[config.mk]
export PLATFORM = sky130hd
export DESIGN_NAME = load_ctrl
export DESIGN_NICKNAME = d
export VERILOG_FILES = /design/src/rtl/load_ctrl.sv
export SDC_FILE = /design/constraint.sdc
export NUM_CORES = 1
export LEC_CHECK = 0
export ABC_AREA = 1
export CAP_MARGIN = 20
export CORE_MARGIN = 8
export CORE_UTILIZATION = 48
export CTS_CLUSTER_DIAMETER = 120
export DETAILED_ROUTE_END_ITERATION = 7
export HOLD_SLACK_MARGIN = 0.03
export PLACE_DENSITY = 0.9
export SLEW_MARGIN = 20
export SYNTH_ARGS = -nofsm -noshare
export SYNTH_HDL_FRONTEND = slang
export SYNTH_SLANG_ARGS = --single-unit
[constraint.sdc]
create_clock -name clk -period 2.78 [get_ports clk]
set_input_delay 0.695 -clock clk [delete_from_list [all_inputs] [get_ports clk]]
set_output_delay 0.695 -clock clk [all_outputs]
set_load 0.01 [all_outputs]
[src/rtl/load_ctrl.sv]
// Load-path sequencer: issues the memory read, waits out the memory latency, strobes the MDR,
// then drives the load-size selects and the final register-file or PC write.
module load_ctrl #(
  parameter int unsigned MEM_LAT = 2
) (
  input  logic        clk,
  input  logic        reset_n,
  input  logic        start,
  input  logic [1:0]  size,
  input  logic [31:0] addr,
  input  logic [1:0]  exc_req,
  output logic [31:0] mem_addr,
  output logic        mem_rd,
  output logic        mdr_we,
  output logic [1:0]  load_sel,
  output logic [1:0]  exception_control,
  output logic        rf_we,
  output logic        pc_we,
  output logic        epc_we,
  output logic        busy,
  output logic        done
);

  typedef enum logic [2:0] {
    S_IDLE,
    S_ISSUE,
    S_WAIT,
    S_CAPTURE,
    S_WB
  } state_t;

  localparam logic [3:0] LP_CNT_INIT = 4'(MEM_LAT - 1);

  state_t      r_state;
  state_t      w_next;
  logic [3:0]  r_cnt;
  logic        r_isExc;
  logic [1:0]  r_size;
  logic [1:0]  r_code;
  logic [31:0] r_addr;

  always_ff @(posedge clk or negedge reset_n) begin
    if (!reset_n) begin
      r_state <= S_IDLE;
    end else begin
      r_state <= w_next;
    end
  end

  // Request latches; an exception outranks a simultaneous start, which is simply dropped.
  always_ff @(posedge clk or negedge reset_n) begin
    if (!reset_n) begin
      r_cnt   <= 4'd0;
      r_isExc <= 1'b0;
      r_size  <= 2'b10;
      r_code  <= 2'b00;
      r_addr  <= 32'd0;
    end else begin
      case (r_state)
        S_IDLE: begin
          if (exc_req != 2'b00) begin
            r_isExc <= 1'b1;
            r_code  <= exc_req;
            r_size  <= 2'b10;
            r_addr  <= {30'd0, exc_req} + 32'd252;
          end else if (start) begin
            r_isExc <= 1'b0;
            r_code  <= 2'b00;
            r_size  <= (size == 2'b11) ? 2'b10 : size;
            r_addr  <= addr;
          end
        end
        S_ISSUE: r_cnt <= LP_CNT_INIT;
        S_WAIT:  r_cnt <= r_cnt - 4'd1;
        default: ;
      endcase
    end
  end

  always_comb begin
    w_next            = r_state;
    mem_rd            = 1'b0;
    mdr_we            = 1'b0;
    rf_we             = 1'b0;
    pc_we             = 1'b0;
    epc_we            = 1'b0;
    done              = 1'b0;
    busy              = 1'b1;
    load_sel          = r_size;
    exception_control = r_code;
    case (r_state)
      S_IDLE: begin
        busy              = 1'b0;
        load_sel          = 2'b10;
        exception_control = 2'b00;
        if ((exc_req != 2'b00) || start) begin
          w_next = S_ISSUE;
        end
      end
      S_ISSUE: begin
        mem_rd = 1'b1;
        epc_we = r_isExc;
        w_next = (MEM_LAT == 1) ? S_CAPTURE : S_WAIT;
      end
      S_WAIT: begin
        // Counter was loaded with MEM_LAT-1, so leaving at 1 gives MEM_LAT-1 wait cycles.
        if (r_cnt <= 4'd1) begin
          w_next = S_CAPTURE;
        end
      end
      S_CAPTURE: begin
        mdr_we = 1'b1;
        w_next = S_WB;
      end
      S_WB: begin
        done   = 1'b1;
        rf_we  = ~r_isExc;
        pc_we  = r_isExc;
        w_next = S_IDLE;
      end
      default: begin
        w_next = S_IDLE;
      end
    endcase
  end

  assign mem_addr = r_addr;

endmodule

### Word level (Yosys, flattened, before mapping)

Index checks and enable logic that the tools add are counted.

| storage, ports and cells | value |
|---|---|
| register bits after elaboration | 44 |
| word-level logic and storage cells | 46 |
| input bits | 39 |
| output and inout port bits | 43 |

| cells by class | value |
|---|---|
| multiplexer cells | 22 |
| $lt $le $gt $ge | 1 |
| bitwise operators | 1 |
| $add $sub $neg | 2 |
| reduce and logical (&&, ||, !) cells | 7 |
| equality and inequality tests | 7 |

Operators by type and width:

| operator | count |
|---|---|
| two-way mux 32 bit | 2 |
| two-way mux 2 bit | 7 |
| one-hot mux 3 bit (4 select lines) | 1 |
| adder 2 x 8 -> 9 bit (second input constant) | 1 |
| two-way mux 1 bit | 9 |
| one-hot mux 4 bit (2 select lines) | 1 |
| == test 3 x 2 -> 1 bit (second input constant) | 2 |
| two-way mux 3 bit | 2 |
| nonzero test 2 bit | 3 |
| <= comparator 4 x 1 -> 1 bit (second input constant) | 1 |
| inequality test 2 bit (second input constant) | 2 |
| AND reduction 2 bit | 2 |
| subtractor 4 x 1 -> 4 bit (second input constant) | 1 |
| == test 3 x 1 -> 1 bit (second input constant) | 1 |
| == test 3 bit (second input constant) | 1 |
| logical NOT 3 bit | 1 |
| == test 2 bit (second input constant) | 1 |
| logical OR 1 bit | 1 |
| NOT 1 bit | 1 |

### Longest topological paths before layout

| logic depth | value |
|---|---|
| depth after elaboration | 4 |
| mapped depth | 8 |
| mapped depth without buffers | 8 |

### Least setup slack after synthesis

Ideal clock, no wire load.

| path | value |
|---|---|
| kind | flip-flop to output port |
| start point | register r_state[2] |
| end point | output busy |
| data arrival time | 0.946 ns |
| slack | 1.139 ns |
| cell stages (with the launch flop) | 6 |
| required time | 2.085 ns |
| buffers on the path | 1 |
| cells stage by stage | dfrtp_1 inv_2 nand2_4 nor2_8 buf_4 inv_1 |

| on the way | value |
|---|---|
| word-level cells in the longest chain between the ends | 2 |

Ends and longest elaborated chain:

| element | RTL line | text |
|---|---|---|
| start: declaration | 34 | `state_t r_state;` |
| start signal: assignment | 46 | `r_state <= w_next;` |
| logical NOT 3 bit | 91 | `case (r_state)` |
| two-way mux 1 bit | 91 |  |
| end: declaration | 20 | `output logic busy,` |

Every way passes these cells.

### Final worst setup path

| path | value |
|---|---|
| start point | register r_state[2] |
| end point | output load_sel[1] |

| on the way | value |
|---|---|
| word-level cells in the longest chain between the ends | 2 |

Ends and longest elaborated chain:

| element | RTL line | text |
|---|---|---|
| logical NOT 3 bit | 91 |  |
| two-way mux 2 bit | 91 |  |
| end: declaration | 15 | `output logic [1:0] load_sel,` |

Every way passes these cells.

==> impl_results.md <==
* CTS sink cnt at 44
* Cell total after placement at 399
* Cts repair resizes at 0
* Seq/Total Area, Yosys at 49.27%
* Synth Register Bits at 44
* Initial antenna violation count at 0
* Max_slew headroom at 36.15%
* Antenna diodes at 0
* Final period util at 91.56%
* Worst reg-to-reg setup slack at 1.04 ns
* Clock Path Buffers at 2
* M1 GR Usage at 17.21%
* Number of buffers created by CTS at 5
* Site Rows at 25
* Worst slew pin tran at 0.9577 ns
* Top Usage Layer GRT: met2
* Routability congestion estimate at 0.7851
* Worst vdd ir at 0.5279 mV
* Worst-path clk slew at 0.08 ns
* Residual DRC count at 0
* Commonest non-fill, non-tap cell in the layout: nand2_1
* Post-synthesis area per instance at 8.135 um2
* Netlist cell types at 21
* Hold Vio Cnt, Final at 0
* Clk_lat worst skew at 0.29 ns
* Die ar. at 0.007101 mm2
* Setup Skew at 0.007872 ns
* Detailed placer's ending HPWL at 3991 um
* Routed Antenna Nets at 0
* Final Non-Filler Cells at 407
* DR iter-0 viols at 115
* Die width at 84.27 um
* RSZ-0062 raised after global routing: no
* Setup WS pre-CTS at 0.4799 ns
* Initial Util at 48.65%
* CP Capture Type: output pin
* Post-CTS Setup Inserts at 0
* CORE AREA at 0.004598 mm2
* CTS tree: built
* Final setup fails at 0
* Syn_nets at 316
* Largest net degree at the start of global routing at 45
* Mapped Cells at 275
* Most frequent cells in the layout: 125 x nand2_1, 80 x clkdlybuf4s50_1, 43 x dfrtp_1
* Layout cells sized above 1 at 5.949%
* Routed vias at 1961
* Maxcap violations at 0
* Wire per inst at 13.23 um
* Final worst slack at 0.2345 ns
* Clk root buf: clkbuf_8
* Via density at 4.818
* Startpoint Class: register
* Cell area after synthesis at 0.002237 mm2
* Max Clk Rate at 392.9 MHz
* Synth Warn # at 0
* Area Growth Syn to Fin at 40.32%
* CP startpoint: r_state[2]
* Hold_buf cts at 0
* HP Start: r_size[1]
* Vias in the first global route at 2035
* Gr ovfl total at 0
* GRT Resource Usage Total at 15.60%
* Die height at 84.27 um
* RR Startpoint: r_state[2]
* H-tree levels at 2
* Setup TNS at 0 ns
* Hold Path Class: register to register
* GR met2 Demand/Resource at 27.65%
* Static leakage at 1.568 nW
* PortBufs at 81
* I/O Pins at 82
* Detailed Route WL at 5384 um
* Critical Path AT at 1.85 ns
* CP Class: register to output pin
* PwrDens at 1040 mW/mm2
* Total Nets Final at 393
* WP data required at 2.09 ns
* First-pass GRT wire length at 9266 um
* Post-layout min period at 2.545 ns
* Drt pass-1 iters at 4
* Slew Limit Fails at 0
* Grt met3 use at 4.647%
* Status: complete, no violations
* Critical-path maximum fanout at 23
## state kept, by name, indices dropped and copies added, names as in the netlist
signal	count
mem_addr	32
r_cnt	4
r_state	3
r_code	2
r_size	2
r_isExc	1
## critical path, cell delays in order, from the launching register on
cell and delay (ns):
dfrtp_1 0.42, inv_2 0.12, nand2_4 0.09, nor2_8 0.25, or2_2 0.16, clkdlybuf4s50_1 0.53
## Yosys cell counts, drive strengths merged
| library cell | n | share of area (%) |
|---|---|---|
| or2 | 1 | 0.28 |
| o21ai | 3 | 0.67 |
| nor2 | 13 | 3.7 |
| inv | 26 | 4.4 |
| ha | 2 | 1.1 |
| nor3 | 3 | 0.67 |
| buf | 13 | 4.2 |
| nand2 | 128 | 23 |
| dfstp | 1 | 1.2 |
| nand3b | 25 | 8.4 |
| dfrtp | 43 | 48 |
| nand3 | 17 | 4.0 |
## logic make-up after synthesis
logic type               share of synthesized area [%]
buffers and inverters                            8.557
flip-flops                                       49.27
adder cells (fa/ha/maj)                          1.118
AO/OA/AOI/OAI                                   0.6709
AND/OR/NAND/NOR                                  40.38
## report_power, final
group | internal [mW] | switching, mW
logic | 0.799 | 0.865
registers | 0.947 | 0.185
clock network | 0.267 | 0.202
## cell type report
cell class                      count  area [um2]
Inverter                           26       97.59
Fill cell                         367        1459
Multi-Input combinational cell    192       943.4
Timing Repair Buffer               83       820.8
Clock buffer                        6       72.57
Clock inverter                      2       35.03
Sequential cell                    44        1102
Tap cell                           54       67.56
## stage by stage
step	utilization [%]	area, um2	hold slack (ns)	power, mW
6_report	68.27	3139	0.4690	3.264
5_1_grt	68.27	3139	0.4990	3.538
4_1_cts	68.27	3139	0.4728	3.313
3_5_place_dp	65.93	3032	0.4609	2.833
3_3_place_gp	65.93	3032	0.4563	2.777
2_1_floorplan	-	2237	0.3994	2.054
## worst paths after layout
check,endpoint,cells after the start
worst min-delay path,r_size[1],2
worst max-delay path,load_sel[1],5
worst max register to register,mem_addr[8],7
max in group asynchronous,mem_addr[14],1
worst min register to register,r_size[1],2
min in group asynchronous,mem_addr[9],1
## routing by layer
metal / share of wire, % / up-vias
met5: 0 / -
met4: 1.2 / 0
met3: 6.8 / 7
met2: 50 / 59
met1: 42 / 896
li1: - / 999
(Power assumes the default switching activity.)
